`config.mk`:
```
export PLATFORM = sky130hd
export DESIGN_NAME = sub_unit_stream_flat
export DESIGN_NICKNAME = d
export VERILOG_FILES = /design/src/rtl/sub_unit_pkg.sv /design/src/rtl/sub_unit_stream_if.sv /design/src/rtl/sub_out_fifo.sv /design/src/rtl/sub_unit_stream.sv /design/src/flat_wrapper.sv
export SDC_FILE = /design/constraint.sdc
export NUM_CORES = 1
export LEC_CHECK = 0
export BUFFER_PORTS_ARGS = -buffer_cell sky130_fd_sc_hd__buf_2
export CORE_UTILIZATION = 58
export DETAILED_ROUTE_END_ITERATION = 16
export GPL_ROUTABILITY_DRIVEN = 0
export PLACE_DENSITY_LB_ADDON = 0.25
export SLEW_MARGIN = 10
export SYNTH_ARGS = -nofsm -noshare
export SYNTH_HDL_FRONTEND = slang
export SYNTH_HIERARCHICAL = 1
export SYNTH_SLANG_ARGS = --single-unit
export TNS_END_PERCENT = 10
```
`constraint.sdc`:
```
create_clock -name clk -period 4.4 [get_ports clk]
set_input_delay 0.44 -clock clk [delete_from_list [all_inputs] [get_ports clk]]
set_output_delay 0.44 -clock clk [all_outputs]
set_load 0.02 [all_outputs]
```
`src/rtl/sub_unit_pkg.sv`:
```
// sub_unit_pkg: shared constants, result record and helpers for sub_unit_stream.
// Latency: n/a (types and constant functions only).
// Backpressure: n/a.
//
// Contents:
//   FIFO_DEPTH / PTR_W / CNT_FW  - output buffer geometry (3 entries, 2-bit pointers)
//   sub_rec_t                    - {diff, borrow, ovf} record at the reference 32-bit width
//   sat_max / sat_min            - saturation bounds for a given operand width
//   ptr_inc                      - buffer pointer increment with 2 -> 0 wrap
package sub_unit_pkg;

  localparam int unsigned FIFO_DEPTH = 3;
  localparam int unsigned PTR_W      = 2;
  // Occupancy counter must represent 0..FIFO_DEPTH inclusive.
  localparam int unsigned CNT_FW     = 2;
  localparam int unsigned REC_DATA_W = 32;
  // Widest operand the saturation helpers support.
  localparam int unsigned MAX_W      = 64;

  typedef struct packed {
    logic [REC_DATA_W-1:0] diff;
    logic                  borrow;
    logic                  ovf;
  } sub_rec_t;

  // Largest positive two's-complement value of width w, zero-extended to MAX_W.
  function automatic logic [MAX_W-1:0] sat_max(int unsigned w);
    logic [MAX_W-1:0] v;
    v = (MAX_W'(1) << (w - 1)) - MAX_W'(1);
    return v;
  endfunction

  // Most negative two's-complement value of width w, zero-extended to MAX_W.
  function automatic logic [MAX_W-1:0] sat_min(int unsigned w);
    logic [MAX_W-1:0] v;
    v = MAX_W'(1) << (w - 1);
    return v;
  endfunction

  // Pointers walk 0,1,2,0,... ; value 3 is never produced.
  function automatic logic [PTR_W-1:0] ptr_inc(logic [PTR_W-1:0] p);
    logic [PTR_W-1:0] n;
    if (p == PTR_W'(FIFO_DEPTH - 1)) begin
      n = '0;
    end else begin
      n = p + PTR_W'(1);
    end
    return n;
  endfunction

endpackage

```
`src/rtl/sub_unit_stream_if.sv`:
```
// sub_unit_stream_if: operand/result stream bundle for sub_unit_stream.
// Latency: n/a (wires only).
// Backpressure: in_valid/in_ready on operands, out_valid/out_ready on results.
//
// Signals:
//   in_valid, in_ready, sub_a, sub_b              - operand side
//   out_valid, out_ready, sub_out, out_borrow, out_ovf - result side
// Modports: master = producer/consumer around the block, slave = the block itself.
interface sub_unit_stream_if #(
  parameter int DATA_W = 32
);

  logic              in_valid;
  logic              in_ready;
  logic [DATA_W-1:0] sub_a;
  logic [DATA_W-1:0] sub_b;
  logic              out_valid;
  logic              out_ready;
  logic [DATA_W-1:0] sub_out;
  logic              out_borrow;
  logic              out_ovf;

  modport master (
    output in_valid,
    output sub_a,
    output sub_b,
    output out_ready,
    input  in_ready,
    input  out_valid,
    input  sub_out,
    input  out_borrow,
    input  out_ovf
  );

  modport slave (
    input  in_valid,
    input  sub_a,
    input  sub_b,
    input  out_ready,
    output in_ready,
    output out_valid,
    output sub_out,
    output out_borrow,
    output out_ovf
  );

endinterface

```
`src/rtl/sub_out_fifo.sv`:
```
// sub_out_fifo: 3-entry synchronous FIFO holding subtraction result records.
// Latency: a push is visible at head the cycle after it is written.
// Backpressure: caller guarantees space on push; pop on empty is ignored.
//
// Ports:
//   clk, rst_n      - clock, synchronous active-low reset (clears pointers and count)
//   push, push_rec  - write a record at the tail
//   pop             - drop the head record
//   head            - current head record (undefined content when cnt == 0)
//   cnt             - occupancy 0..3
module sub_out_fifo
  import sub_unit_pkg::*;
#(
  parameter type rec_t = sub_rec_t
) (
  input  logic              clk,
  input  logic              rst_n,
  input  logic              push,
  input  rec_t              push_rec,
  input  logic              pop,
  output rec_t              head,
  output logic [CNT_FW-1:0] cnt
);

  rec_t             mem [FIFO_DEPTH];
  logic [PTR_W-1:0] wr_ptr;
  logic [PTR_W-1:0] rd_ptr;
  logic             do_pop;

  assign do_pop = pop && (cnt != '0);

  always_ff @(posedge clk) begin
    if (!rst_n) begin
      wr_ptr <= '0;
      rd_ptr <= '0;
      cnt    <= '0;
    end else begin
      if (push) begin
        wr_ptr <= ptr_inc(wr_ptr);
      end
      if (do_pop) begin
        rd_ptr <= ptr_inc(rd_ptr);
      end
      // Simultaneous push and pop leaves the count untouched.
      case ({push, do_pop})
        2'b10:   cnt <= cnt + CNT_FW'(1);
        2'b01:   cnt <= cnt - CNT_FW'(1);
        default: cnt <= cnt;
      endcase
    end
  end

  // Storage is not reset: contents are only observed behind a non-zero count.
  always_ff @(posedge clk) begin
    if (push) begin
      mem[wr_ptr] <= push_rec;
    end
  end

  assign head = mem[rd_ptr];

endmodule

```
`src/rtl/sub_unit_stream.sv`:
```
// sub_unit_stream: streaming subtractor sub_a - sub_b with borrow and signed-overflow flags.
// Latency: 2 cycles (stage-1 register, then 3-entry output buffer); 1 result/cycle sustained.
// Backpressure: in_ready comes from registers only; it drops once 3 results are in flight.
//
// Ports:
//   clk, rst_n   - clock, synchronous active-low reset (in_ready forced low while asserted)
//   bus          - sub_unit_stream_if.slave: operand and result valid/ready streams
//   clr_cnt      - synchronous clear of op_cnt, wins over a same-cycle transfer
//   op_cnt       - count of completed output transfers, wraps at 2^CNT_W
// Build option: define SUB_UNIT_SAT_EN to saturate sub_out on signed overflow
// (out_ovf still reports the overflow); otherwise sub_out is the wrapped difference.
module sub_unit_stream
  import sub_unit_pkg::*;
#(
  parameter int DATA_W = 32,
  parameter int CNT_W  = 16
) (
  input  logic             clk,
  input  logic             rst_n,
  sub_unit_stream_if.slave bus,
  input  logic             clr_cnt,
  output logic [CNT_W-1:0] op_cnt
);

  typedef struct packed {
    logic [DATA_W-1:0] diff;
    logic              borrow;
    logic              ovf;
  } rec_t;

  localparam int MSB = DATA_W - 1;

  logic              in_fire;
  logic              out_fire;
  logic [DATA_W:0]   diff_ext;
  logic              ovf_c;
  rec_t              s1_nxt;
  rec_t              s1_rec;
  rec_t              head;
  logic              s1_v;
  logic [CNT_FW-1:0] fifo_cnt;
  logic [2:0]        occ;

  // ---------------------------------------------------------------------------
  // Input acceptance. Counting the stage-1 slot together with the buffer
  // guarantees that whatever is accepted always has a buffer entry waiting for
  // it, so stage 1 never has to stall and in_ready needs no look at out_ready.
  // ---------------------------------------------------------------------------
  assign occ          = 3'(s1_v) + 3'(fifo_cnt);
  assign bus.in_ready = rst_n && (occ < 3'(FIFO_DEPTH));
  assign in_fire      = bus.in_valid && bus.in_ready;

  // ---------------------------------------------------------------------------
  // Stage 1 arithmetic. The extra top bit of the zero-extended difference is
  // the unsigned borrow; signed overflow is only possible when the operand
  // signs differ and the result sign departs from the minuend's.
  // ---------------------------------------------------------------------------
  assign diff_ext = {1'b0, bus.sub_a} - {1'b0, bus.sub_b};
  assign ovf_c    = (bus.sub_a[MSB] != bus.sub_b[MSB]) &&
                    (diff_ext[MSB] != bus.sub_a[MSB]);

`ifdef SUB_UNIT_SAT_EN
  localparam logic [DATA_W-1:0] SAT_MAX_V = DATA_W'(sat_max(DATA_W));
  localparam logic [DATA_W-1:0] SAT_MIN_V = DATA_W'(sat_min(DATA_W));

  // Overflow direction follows the minuend's sign, so the clamp value is
  // picked from sub_a alone and only applied when overflow is flagged.
  logic [DATA_W-1:0] sat_val;
  assign sat_val = bus.sub_a[MSB] ? SAT_MIN_V : SAT_MAX_V;
`endif

  always_comb begin
    s1_nxt        = '0;
    s1_nxt.borrow = diff_ext[DATA_W];
    s1_nxt.ovf    = ovf_c;
`ifdef SUB_UNIT_SAT_EN
    s1_nxt.diff   = ovf_c ? sat_val : diff_ext[MSB:0];
`else
    s1_nxt.diff   = diff_ext[MSB:0];
`endif
  end

  always_ff @(posedge clk) begin
    if (!rst_n) begin
      s1_v   <= 1'b0;
      s1_rec <= '0;
    end else begin
      s1_v <= in_fire;
      if (in_fire) begin
        s1_rec <= s1_nxt;
      end
    end
  end

  // ---------------------------------------------------------------------------
  // Stage 2: output buffer. A valid stage-1 record is pushed unconditionally.
  // ---------------------------------------------------------------------------
  sub_out_fifo #(
    .rec_t (rec_t)
  ) u_fifo (
    .clk      (clk),
    .rst_n    (rst_n),
    .push     (s1_v),
    .push_rec (s1_rec),
    .pop      (out_fire),
    .head     (head),
    .cnt      (fifo_cnt)
  );

  assign bus.out_valid = (fifo_cnt != '0);
  assign out_fire      = bus.out_valid && bus.out_ready;

  // Result fields read as zero whenever nothing is buffered (including reset).
  assign bus.sub_out    = bus.out_valid ? head.diff   : '0;
  assign bus.out_borrow = bus.out_valid && head.borrow;
  assign bus.out_ovf    = bus.out_valid && head.ovf;

  // ---------------------------------------------------------------------------
  // Completed-transfer counter.
  // ---------------------------------------------------------------------------
  always_ff @(posedge clk) begin
    if (!rst_n) begin
      op_cnt <= '0;
    end else if (clr_cnt) begin
      op_cnt <= '0;
    end else if (out_fire) begin
      op_cnt <= op_cnt + CNT_W'(1);
    end
  end

endmodule

```
`src/flat_wrapper.sv`:
```
// flat-port wrapper written by rule: the top's interface ports become plain ports
module sub_unit_stream_flat import sub_unit_pkg::*;
#(
  parameter int DATA_W = 32,
  parameter int CNT_W  = 16
)
  (clk, rst_n, clr_cnt, op_cnt, bus_in_valid, bus_sub_a, bus_sub_b, bus_out_ready, bus_in_ready, bus_out_valid, bus_sub_out, bus_out_borrow, bus_out_ovf);
  sub_unit_stream_if #(.DATA_W(DATA_W)) bus_i ();
  input  logic clk;
  input  logic rst_n;
  input  logic clr_cnt;
  output logic [CNT_W-1:0] op_cnt;
  input wire logic [$bits(bus_i.in_valid)-1:0] bus_in_valid;
  input wire logic [$bits(bus_i.sub_a)-1:0] bus_sub_a;
  input wire logic [$bits(bus_i.sub_b)-1:0] bus_sub_b;
  input wire logic [$bits(bus_i.out_ready)-1:0] bus_out_ready;
  output wire logic [$bits(bus_i.in_ready)-1:0] bus_in_ready;
  output wire logic [$bits(bus_i.out_valid)-1:0] bus_out_valid;
  output wire logic [$bits(bus_i.sub_out)-1:0] bus_sub_out;
  output wire logic [$bits(bus_i.out_borrow)-1:0] bus_out_borrow;
  output wire logic [$bits(bus_i.out_ovf)-1:0] bus_out_ovf;
  assign bus_i.in_valid = bus_in_valid;
  assign bus_i.sub_a = bus_sub_a;
  assign bus_i.sub_b = bus_sub_b;
  assign bus_i.out_ready = bus_out_ready;
  assign bus_in_ready = bus_i.in_ready;
  assign bus_out_valid = bus_i.out_valid;
  assign bus_sub_out = bus_i.sub_out;
  assign bus_out_borrow = bus_i.out_borrow;
  assign bus_out_ovf = bus_i.out_ovf;
  sub_unit_stream #(.DATA_W(DATA_W), .CNT_W(CNT_W)) u_core (.clk(clk), .rst_n(rst_n), .bus(bus_i), .clr_cnt(clr_cnt), .op_cnt(op_cnt));
endmodule
```
==> results.py, run 1 <==
metrics = {
    "cts": {
        "root_buffer": "clkbuf_16",
        "cts_tree": "built",
        "post-cts-setup-buffers": 0,
        "resized_after_cts": 0,
        "cts-buffers-inserted": 17,
        "tritoncts_num_sinks": 161,
        "clock_latency_on_the_worst_skew_pair_ns": 0.42,
        "h-tree-depth": 4,
        "clkTransAtPathRegs_ns": 0.06,
        "cts_buffer_depth": 2,
        "post_cts_hold_fix_bufs": 0,
    },
    "logic_synthesis": {
        "synthAdderAreaFrac": 0.0573,
        "yosys_cell_types": 64,
        "post_synth_instance_area_um2": 8210,
        "synth_top_family_by_area": "compound AO/OA/AOI/OAI gates",
        "xor_and_xnor_area_share_after_synthesis": 0.0395,
        "synth-seq-area-share": 0.517,
        "synthesis.area_per_instance_um2": 10.4,
        "ys.warnings.count": 6,
        "synth_compound_area_frac": 0.155,
        "synth_edf_count": 102,
        "top_cell_type_by_total_area_after_synthesis": "edfxtp_1",
        "synth.top_cells.by_area": "edfxtp_1 (37%), dfxtp_1 (14%), ha_1 (5.5%)",
        "synth_common_cells": "edfxtp_1 (102), nand2_1 (93), o21ai_0 (64)",
        "ys_async_sr_fraction": 0,
        "yosys-mux-area-fraction": 0.0476,
        "synth_largest_type_area_fraction": 0.373,
        "simple_gate_fraction_of_synth_area": 0.143,
        "synth.net_count": 893,
        "post-synth-top-count-cell": "edfxtp_1",
        "synth_top_flop_cell": "edfxtp_1",
        "synth_seq_cells": 161,
        "post_synth_inst_count": 787,
    },
    "floorplan": {
        "core.rowCount": 43,
        "design.die.area_um2": 14600,
        "initial_cell_density_of_the_core": 0.593,
        "io-pin-count": 121,
        "floorplan.die.height_um": 121,
        "core_area_um2": 13800,
        "floorplan.die.width_um": 121,
    },
    "sta": {
        "final_critical_path_setup_slack_ns": 1.60,
        "worst_slew_pin_slew_ns": 1.14,
        "final_hold_slack_ns": 0.336,
        "post-route-period-util": 0.637,
        "slew_headroom": 0.241,
        "final-max-slew-violation-count": 0,
        "finalSetupTns_ns": 0,
        "final.setup_skew_ns": 0.0181,
        "layout_min_cycle_time_ns": 2.80,
        "finalSetupViolCount": 0,
        "timing_hold_violations_final": 0,
        "grt_setup_unrepaired": "false",
        "peak_clock_frequency_supported_by_timing_mhz": 357,
    },
    "placed_design": {
        "hpwlAfterDp_um": 12100,
        "place_ws_ns": 1.56,
        "buffers_added_on_ports": 120,
    },
    "routing": {
        "detail_route.wl_per_cell_um": 15.3,
        "drc": 0,
        "route.final.wire_length_um": 16800,
        "drt-pass1-iter-count": 10,
        "postRouteAntennaNets": 0,
        "drt_iter0_drc": 499,
        "avgViaCountPerCell": 5.66,
        "vias": 6190,
    },
    "worst_setup_path": {
        "cp.required_ns": 3.96,
        "cp.arrival_ns": 2.36,
        "setup.worst_path.class": "flip-flop to output port",
        "critPathMaxStageDelay_ns": 1.08,
        "crit_chain": "mux2i_1, o21ai_0, nor2b_1, buf_2",
        "setup.worst_path.end_class": "output port",
        "regToRegSetupSlack_ns": 1.71,
        "start_kind": "flip-flop",
        "critical_path_peak_fanout": 34,
        "critPathSlowestCell": "dfxtp_2",
    },
    "min_path": {
        "hp-class": "input pin to flip-flop",
    },
    "flow_run": {
        "drv.max_cap_violation_count": 0,
    },
    "pwr": {
        "final_total_pwr_mw": 3.73,
        "leakage_nw": 3.77,
        "irDropWorstVdd_uv": 284,
        "powerDensity_nw_per_um2": 392,
    },
    "global_route": {
        "largest_net_degree_at_the_start_of_global_routing": 37,
        "track_usage": 0.240,
        "grt.overflow.total": 0,
        "first_global_vias": 5715,
        "grt_first_pass_wirelength_um": 27600,
        "number_of_antenna_violations_at_the_first_check_in_global_routing": 0,
    },
    "finish": {
        "filler_cell_count": 1029,
        "areaGrowthSynthToFinish_pct": 15.9,
        "insertedDiodeCount": 0,
        "post_route_cells_drive_above_1_share": 0.200,
        "fin_nets": 1007,
    },
    "status": {
        "status": "finished clean",
    },
}
## final cells by class
type,count,area (um2),area share
timing repair buffer,129,668,0.0702
multi-input combinational,546,3640,0.383
sequential,161,4250,0.446
inverter,46,173,0.0182
clock inverter,9,78.8,0.00829
clock buffer,23,479,0.0504
tap,180,225,0.0237
## per-stage QoR
stage          utilization  instances  cell area [um2]
4_1_cts              0.688       1094             9510
3_3_place_gp         0.648       1062             8950
5_1_grt              0.688       1094             9510
2_1_floorplan            -        787             8210
6_report             0.688       1094             9510
3_5_place_dp         0.648       1062             8950
## path summary, 6_finish.rpt
path                        start                 endpoint  depth (start not counted)
min                  bus_sub_b[0]         u_core/s1_rec[2]                          3
max                     flip-flop          bus_sub_out[16]                          4
min reg2reg      u_core/s1_rec[9]  u_core/u_fifo/mem[1][9]                          0
max reg2reg  u_core/u_fifo/cnt[0]        u_core/s1_rec[26]                         11
## placed cells by master, fill, tap and decap left out, types with 9 or more instances in the layout
cell type  Yosys  routed
a21o_1        17      17
a21oi_1       40      40
buf_2          8     120
buf_4          4       9
clkbuf_16      0      18
dfxtp_1       59      58
edfxtp_1     102     102
ha_1          36      36
inv_1         46      46
mux2i_1       39      39
nand2_1       93      93
nand3_1       15      15
nand4_1       12      12
nor2_1        41      39
nor2b_1       39      39
o21ai_0       64      64
o21ai_1       10      10
or3_1          9       9
xnor2_1       23      23
xor2_1        14      14
## report_power, final
part	switching, mW	internal, mW
clock network	0.548	0.824
logic	0.348	0.234
registers	0.0681	1.70
total	0.964	2.76
## cells by family (layout without fill, tap and decap cells)
kind of cell	after synthesis	in the layout
buffers and inverters	80	207
multiplexers	39	39
adder cells (fa/ha/maj)	37	37
AND/OR/NAND/NOR	239	239
flip-flops	161	161
AO/OA/AOI/OAI	194	194
XOR/XNOR	37	37
## worst max-delay path: cells and delay by family, from the launching register on
| kind | cells | cell delay (ns) |
|---|---|---|
| compound gates | 1 | 0.32 |
| simple gates | 1 | 0.18 |
| flops | 1 | 1.08 |
| mux | 1 | 0.18 |
| buf+inv | 1 | 0.17 |
## state kept, by name, summed over array words and instances (netlist names), named ones only
register              flops
u_core/s1_rec            34
u_core/s1_v               1
u_core/u_fifo/cnt         2
u_core/u_fifo/rd_ptr      2
u_core/u_fifo/wr_ptr      2
u_core/u_fifo/mem       102
u_core/op_cnt            16
## metal layers
| layer | wire [um] | track usage |
|---|---|---|
| met2 | 8150 | 0.397 |
| met3 | 1020 | 0.0432 |
| met4 | 221 | 0.0633 |
| met1 | 7370 | 0.326 |
| met5 | 0 | 0 |
Note: power is estimated with default switching activity, not from simulation.
==> run 2, diff against run 1 <==
--- a/config.mk
+++ b/config.mk
@@ -5,6 +5,7 @@
 export SDC_FILE = /design/constraint.sdc
 export NUM_CORES = 1
 export LEC_CHECK = 0
+export ABC_AREA = 1
 export BUFFER_PORTS_ARGS = -buffer_cell sky130_fd_sc_hd__buf_2
 export CORE_UTILIZATION = 58
 export DETAILED_ROUTE_END_ITERATION = 16
==> constraint.sdc (replaced) <==
create_clock -name clk -period 2.7 [get_ports clk]
set_input_delay 0.27 -clock clk [delete_from_list [all_inputs] [get_ports clk]]
set_output_delay 0.27 -clock clk [all_outputs]
set_load 0.02 [all_outputs]
==> run 2 against run 1 <==
Register-to-register slack worse by 1.2 ns. Clock skew fell by 0.011 ns. Routed wire length is 17% higher. Sequential share of layout area decreased by 3.6 points. Critical path depth up 2.
==> results.py, run 2 <==
metrics = {
    "logic_synthesis": {
        "synth_common_cells": "nand2_1 (255), inv_1 (209), nor2_1 (137)",
        "top_cell_type_by_total_area_after_synthesis": "edfxtp_1",
        "synth.net_count": 1237,
        "ys.warnings.count": 6,
        "post_synth_inst_count": 1131,
        "ys_async_sr_fraction": 0,
        "synth-seq-area-share": 0.471,
        "post-synth-top-count-cell": "nand2_1",
        "synth_seq_cells": 161,
        "post_synth_instance_area_um2": 9020,
        "synth.top_cells.by_area": "edfxtp_1 (34%), dfxtp_1 (13%), nand2_1 (11%)",
        "yosys_cell_types": 46,
        "synth_top_flop_cell": "edfxtp_1",
        "synth_edf_count": 102,
        "synth_largest_type_area_fraction": 0.340,
        "synthesis.area_per_instance_um2": 7.97,
    },
    "finish": {
        "post_route_cells_drive_above_1_share": 0.155,
        "insertedDiodeCount": 0,
        "largest_register_ff_count": 102,
        "finish.instance_area_um2": 10300,
        "fin_nets": 1360,
        "leading_cell_type_in_the_layout_fill_and_taps_excluded": "nand2_1",
        "stdcell_count": 1455,
        "registers.top_by_ff_count": "u_core/u_fifo/mem",
        "largestRegisters": "u_core/u_fifo/mem (102), u_core/s1_rec (34), u_core/op_cnt (16)",
        "areaGrowthSynthToFinish_pct": 14.8,
        "highest_count_cells_in_the_layout_ignoring_fill_and_taps": "nand2_1 (255), inv_1 (209), nor2_1 (137)",
        "filler_cell_count": 1316,
    },
    "sta": {
        "finalSetupViolCount": 0,
        "layout_min_cycle_time_ns": 2.31,
        "final_hold_slack_ns": 0.138,
        "grt_setup_unrepaired": "false",
        "final-max-slew-violation-count": 0,
        "peak_clock_frequency_supported_by_timing_mhz": 434,
        "slew_headroom": 0.569,
        "final.setup_skew_ns": 0.00673,
        "timing_hold_violations_final": 0,
        "post-route-period-util": 0.854,
        "finalSetupTns_ns": 0,
        "worst_slew_pin_slew_ns": 0.645,
    },
    "routing": {
        "postRouteAntennaNets": 0,
        "drt-pass1-iter-count": 5,
        "route.final.wire_length_um": 19700,
        "drt_iter0_drc": 401,
        "avgViaCountPerCell": 5.15,
        "drc": 0,
        "detail_route.wl_per_cell_um": 13.5,
        "vias": 7490,
    },
    "global_route": {
        "globalRouteMet1Util": 0.345,
        "grt-busiest-layer": "met2",
        "grtUsageMet3": 0.0510,
        "grt.overflow.total": 0,
        "met2_grt_util": 0.435,
        "grt_first_pass_wirelength_um": 32700,
        "first_global_vias": 6893,
        "number_of_antenna_violations_at_the_first_check_in_global_routing": 0,
        "track_usage": 0.261,
        "largest_net_degree_at_the_start_of_global_routing": 37,
    },
    "worst_setup_path": {
        "crit_chain": "buf_4, a21oi_1, a21oi_1, inv_1, nor2_1, buf_2",
        "critPathSlowestCell": "dfxtp_1",
        "cp_num_buf_inv": 3,
        "crit_top_cell": "a21oi_1",
        "cp.arrival_ns": 2.04,
        "cp.required_ns": 2.43,
        "setup.worst_path.end_class": "output port",
        "critical_path_peak_fanout": 14,
        "critPathMaxStageDelay_ns": 0.73,
        "setup.worst_path.class": "flip-flop to output port",
        "cp_top_family": "flip-flops",
        "start_kind": "flip-flop",
    },
    "floorplan": {
        "floorplan.die.width_um": 127,
        "design.die.area_um2": 16100,
        "initial_cell_density_of_the_core": 0.593,
        "io-pin-count": 121,
        "core.rowCount": 45,
        "core_area_um2": 15200,
        "floorplan.die.height_um": 127,
    },
    "placed_design": {
        "hpwlAfterDp_um": 14200,
        "post_dp_cell_area_um2": 9750,
        "buffers_added_on_ports": 120,
        "post-place-cells": 1423,
    },
    "pwr": {
        "int_power_mw": 4.62,
        "final_total_pwr_mw": 6.24,
        "irDropWorstVdd_uv": 485,
        "pwr-share-seq": 0.449,
        "leakage_nw": 5.15,
        "comb_power_share": 0.161,
        "power.share.switching": 0.260,
        "powerDensity_nw_per_um2": 603,
        "clockPowerShare": 0.390,
        "power_switching_mw": 1.62,
    },
    "cts": {
        "resized_after_cts": 0,
        "h-tree-depth": 4,
        "cts-buffers-inserted": 17,
        "root_buffer": "clkbuf_16",
        "tritoncts_num_sinks": 161,
        "post-cts-setup-buffers": 0,
        "clock_latency_on_the_worst_skew_pair_ns": 0.42,
        "cts_buffer_depth": 2,
        "clkTransAtPathRegs_ns": 0.06,
        "post_cts_hold_fix_bufs": 0,
        "cts_tree": "built",
    },
    "flow_run": {
        "drv.max_cap_violation_count": 0,
    },
    "min_path": {
        "hp-class": "input pin to flip-flop",
    },
    "status": {
        "status": "finished clean",
    },
}
## run 2: cell count changes in the layout (fill, tap and decap cells not counted), sizes merged, moves of 8 or more
cell and change:
xnor2 -20, a21oi +70, or3 -9, a21o -17, nand2 +165, nor2 +101, o21a +11, nor2b -39
and3 -8, mux2i -39, nand3 +32, o21ai -35, nor3 +10, inv +169
## run 2: logic make-up after synthesis
kind of cell             Yosys count  share of synthesized area
AO/OA/AOI/OAI                    199                      0.126
adder cells (fa/ha/maj)           37                     0.0522
buffers and inverters            247                      0.117
flip-flops                       161                      0.471
XOR/XNOR                          12                     0.0117
AND/OR/NAND/NOR                  475                      0.223
## run 2: final timing paths
path	from	to	slack [ns]	depth (start not counted)
worst max-delay path	flip-flop	bus_sub_out[24]	0.39	6
worst min-delay path	bus_sub_b[0]	u_core/s1_rec[2]	0.14	3
worst max register to register	u_core/u_fifo/cnt[0]	u_core/s1_rec[17]	0.51	9
worst min register to register	u_core/u_fifo/wr_ptr[1]	u_core/u_fifo/wr_ptr[1]	0.49	2
## run 2: power by group through the flow
stage                     clock network [mW]  registers (mW)  logic, mW
after floorplan                            0            2.82      0.737
after global placement                     0            2.84      0.983
after detailed placement                   0            2.85      0.995
after CTS                               2.47            2.80       1.00
after global routing                    2.58            2.81       1.14
final                                   2.44            2.80       1.00
## run 2: worst reg2reg max path, stage by stage, from the launching register on
cell and delay, ns:
dfxtp_1 0.46, ha_1 0.21, ha_1 0.25, a211oi_4 0.27
nand2_2 0.09, clkinv_2 0.26, buf_12 0.25, o21ai_0 0.11
o21bai_1 0.19, inv_1 0.05
## run 2: per-layer routing
layer  share of wire  routed length [um]
met1            0.46                9080
met2            0.47                9260
met3           0.050                 985
met5               0                   0
met4           0.017                 330
## run 2: through the flow
stage	worst slack, ns	util
CTS	0.366	0.681
finish	0.394	0.681
floorplan	0.464	-
detailed placement	0.559	0.641
global placement	0.642	0.641
global route	0.237	0.681
## run 2: cell type report
class / count / area, um2 / share of cell area
Sequential cell: 161 / 4240 / 0.410
Multi-Input combinational cell: 723 / 3730 / 0.361
Inverter: 220 / 840 / 0.0811
Timing Repair Buffer: 131 / 696 / 0.0672
Clock buffer: 21 / 440 / 0.0426
Tap cell: 188 / 235 / 0.0227
Clock inverter: 11 / 163 / 0.0157
==> run 3, diff against run 2 <==
--- a/config.mk
+++ b/config.mk
@@ -10,7 +10,7 @@
 export CORE_UTILIZATION = 58
 export DETAILED_ROUTE_END_ITERATION = 16
 export GPL_ROUTABILITY_DRIVEN = 0
-export PLACE_DENSITY_LB_ADDON = 0.25
+export PLACE_DENSITY_LB_ADDON = 0.05
 export SLEW_MARGIN = 10
 export SYNTH_ARGS = -nofsm -noshare
 export SYNTH_HDL_FRONTEND = slang
==> run 3 against run 2 <==
Flip-flop and latch count unchanged. Cell count rose by 0.14%. Fmax fell by 0.14%. Worst setup slack lost 0.0033 ns. Global-route usage shrank 1.1 points. Count of clock-buffer cells in the layout fell by 3. Register-to-register slack improved by 0.06 ns. Die area stayed put. Total power up 1.2%. Combinational power barely moved. Via count fell by 0.72%.
==> results.py, run 3 (synthesis results as in run 2) <==
metrics = {
    "min_path": {
        "hp-class": "input pin to flip-flop",
        "worst_hold_path.num_cells": 4,
        "hp-start": "clr_cnt",
        "hold-path-endpoint": "u_core/op_cnt[0]",
    },
    "floorplan": {
        "floorplan.die.width_um": 127,
        "floorplan.die.height_um": 127,
        "core.rowCount": 45,
        "io-pin-count": 121,
        "design.die.area_um2": 16100,
        "core_area_um2": 15200,
        "initial_cell_density_of_the_core": 0.593,
    },
    "pwr": {
        "powerDensity_nw_per_um2": 606,
        "irDropWorstVdd_uv": 389,
        "leakage_nw": 5.18,
        "final_total_pwr_mw": 6.32,
    },
    "sta": {
        "final-max-slew-violation-count": 0,
        "slew_headroom": 0.551,
        "finalSetupTns_ns": 0,
        "timing_hold_violations_final": 0,
        "final.setup_skew_ns": 0.0101,
        "post-route-period-util": 0.855,
        "peak_clock_frequency_supported_by_timing_mhz": 433,
        "worst_slew_pin_slew_ns": 0.673,
        "finalSetupViolCount": 0,
        "layout_min_cycle_time_ns": 2.31,
        "grt_setup_unrepaired": "false",
    },
    "worst_setup_path": {
        "setup.worst_path.end_class": "output port",
        "worstReg2RegStart": "u_core/u_fifo/cnt[0]",
        "regToRegSetupSlack_ns": 0.57,
        "setup.worst_path.class": "flip-flop to output port",
        "cp.arrival_ns": 2.04,
        "critical_path_peak_fanout": 23,
        "crit_top_cell": "a21oi_1",
        "cp.required_ns": 2.43,
        "crit_chain": "buf_12, a21oi_1, a21oi_1, inv_1, nor2_1, buf_2",
        "start_kind": "flip-flop",
        "critPathSlowestCell": "dfxtp_1",
        "critPathMaxStageDelay_ns": 0.75,
        "worst_r2r_path_depth": 9,
        "rr_endpoint": "u_core/s1_rec[21]",
    },
    "placed_design": {
        "hpwlAfterDp_um": 13800,
        "buffers_added_on_ports": 120,
        "post_dp_cell_area_um2": 9790,
        "post-place-cells": 1425,
    },
    "finish": {
        "fin_util": 0.685,
        "largestRegisters": "u_core/u_fifo/mem (102), u_core/s1_rec (34), u_core/op_cnt (16)",
        "fin_nets": 1362,
        "leading_cell_type_in_the_layout_fill_and_taps_excluded": "nand2_1",
        "filler_cell_count": 1278,
        "registers.top_by_ff_count": "u_core/u_fifo/mem",
        "finish.instance_area_um2": 10400,
        "stdcell_count": 1457,
        "post_route_cells_drive_above_1_share": 0.159,
        "areaGrowthSynthToFinish_pct": 15.5,
        "insertedDiodeCount": 0,
        "highest_count_cells_in_the_layout_ignoring_fill_and_taps": "nand2_1 (255), inv_1 (209), nor2_1 (137)",
        "largest_register_ff_count": 102,
    },
    "global_route": {
        "grt_first_pass_wirelength_um": 31200,
        "largest_net_degree_at_the_start_of_global_routing": 37,
        "track_usage": 0.250,
        "number_of_antenna_violations_at_the_first_check_in_global_routing": 0,
        "grt.overflow.total": 0,
        "first_global_vias": 6560,
    },
    "routing": {
        "drc": 0,
        "drt_iter0_drc": 487,
        "route.final.wire_length_um": 19100,
        "detail_route.wl_per_cell_um": 13.1,
        "vias": 7436,
        "drt-pass1-iter-count": 5,
        "postRouteAntennaNets": 0,
        "avgViaCountPerCell": 5.10,
    },
    "cts": {
        "clock_latency_on_the_worst_skew_pair_ns": 0.42,
        "post_cts_hold_fix_bufs": 0,
        "root_buffer": "clkbuf_16",
        "clkTransAtPathRegs_ns": 0.06,
        "cts-buffers-inserted": 17,
        "cts_buffer_depth": 2,
        "post-cts-setup-buffers": 0,
        "h-tree-depth": 4,
        "cts_tree": "built",
        "resized_after_cts": 0,
        "tritoncts_num_sinks": 161,
    },
    "status": {
        "status": "finished clean",
    },
    "flow_run": {
        "drv.max_cap_violation_count": 0,
    },
}
[run 3: report_power, final]
| group | switching [mW] | leakage [nW] | internal (mW) |
|---|---|---|---|
| logic | 0.646 | 3.44 | 0.360 |
| clock network | 0.949 | 0.306 | 1.57 |
| registers | 0.0707 | 1.43 | 2.72 |
[run 3: metal layers]
metal / routed length (um) / vias to the layer above / global-route usage
met5: 0 / - / 0
met1: 8710 / 3307 / 0.335
met3: 1000 / 21 / 0.0396
li1: - / 3872 / -
met2: 9090 / 236 / 0.419
met4: 294 / 0 / 0.0749
[run 3: area by class of cell]
cell class,instances,area [um2],area share
Multi-Input combinational cell,723,3730,0.358
Clock buffer,18,429,0.0412
Inverter,220,840,0.0806
Timing Repair Buffer,133,736,0.0706
Sequential cell,161,4240,0.407
Clock inverter,14,203,0.0195
Tap cell,188,235,0.0226
[run 3: worst max path at each step]
stage	start	endpoint	slack, ns	cells past startpoint
finish	flip-flop	bus_out_borrow	0.39	6
global route	flip-flop	bus_sub_out[9]	0.21	6
CTS	flip-flop	bus_out_borrow	0.36	6
detailed placement	u_core/u_fifo/cnt[0]	u_core/s1_rec[21]	0.59	9
global placement	u_core/u_fifo/cnt[0]	u_core/s1_rec[21]	0.65	9
floorplan	u_core/s1_v	u_core/u_fifo/mem[2][0]	0.46	2
[run 3: through the flow]
step | worst slack [ns] | hold WS, ns
after floorplan | 0.464 | 0.391
after global placement | 0.653 | 0.454
after detailed placement | 0.589 | 0.459
after CTS | 0.364 | 0.122
after global routing | 0.212 | 0.137
final | 0.391 | 0.136
[run 3: critical path: cells and delay by family (launching register included)]
family | cells | cell delay [ns]
AOI/OAI and AO/OA | 2 | 0.20
DFF | 1 | 0.75
and+or+nand+nor | 1 | 0.17
buffers and inverters | 3 | 0.50
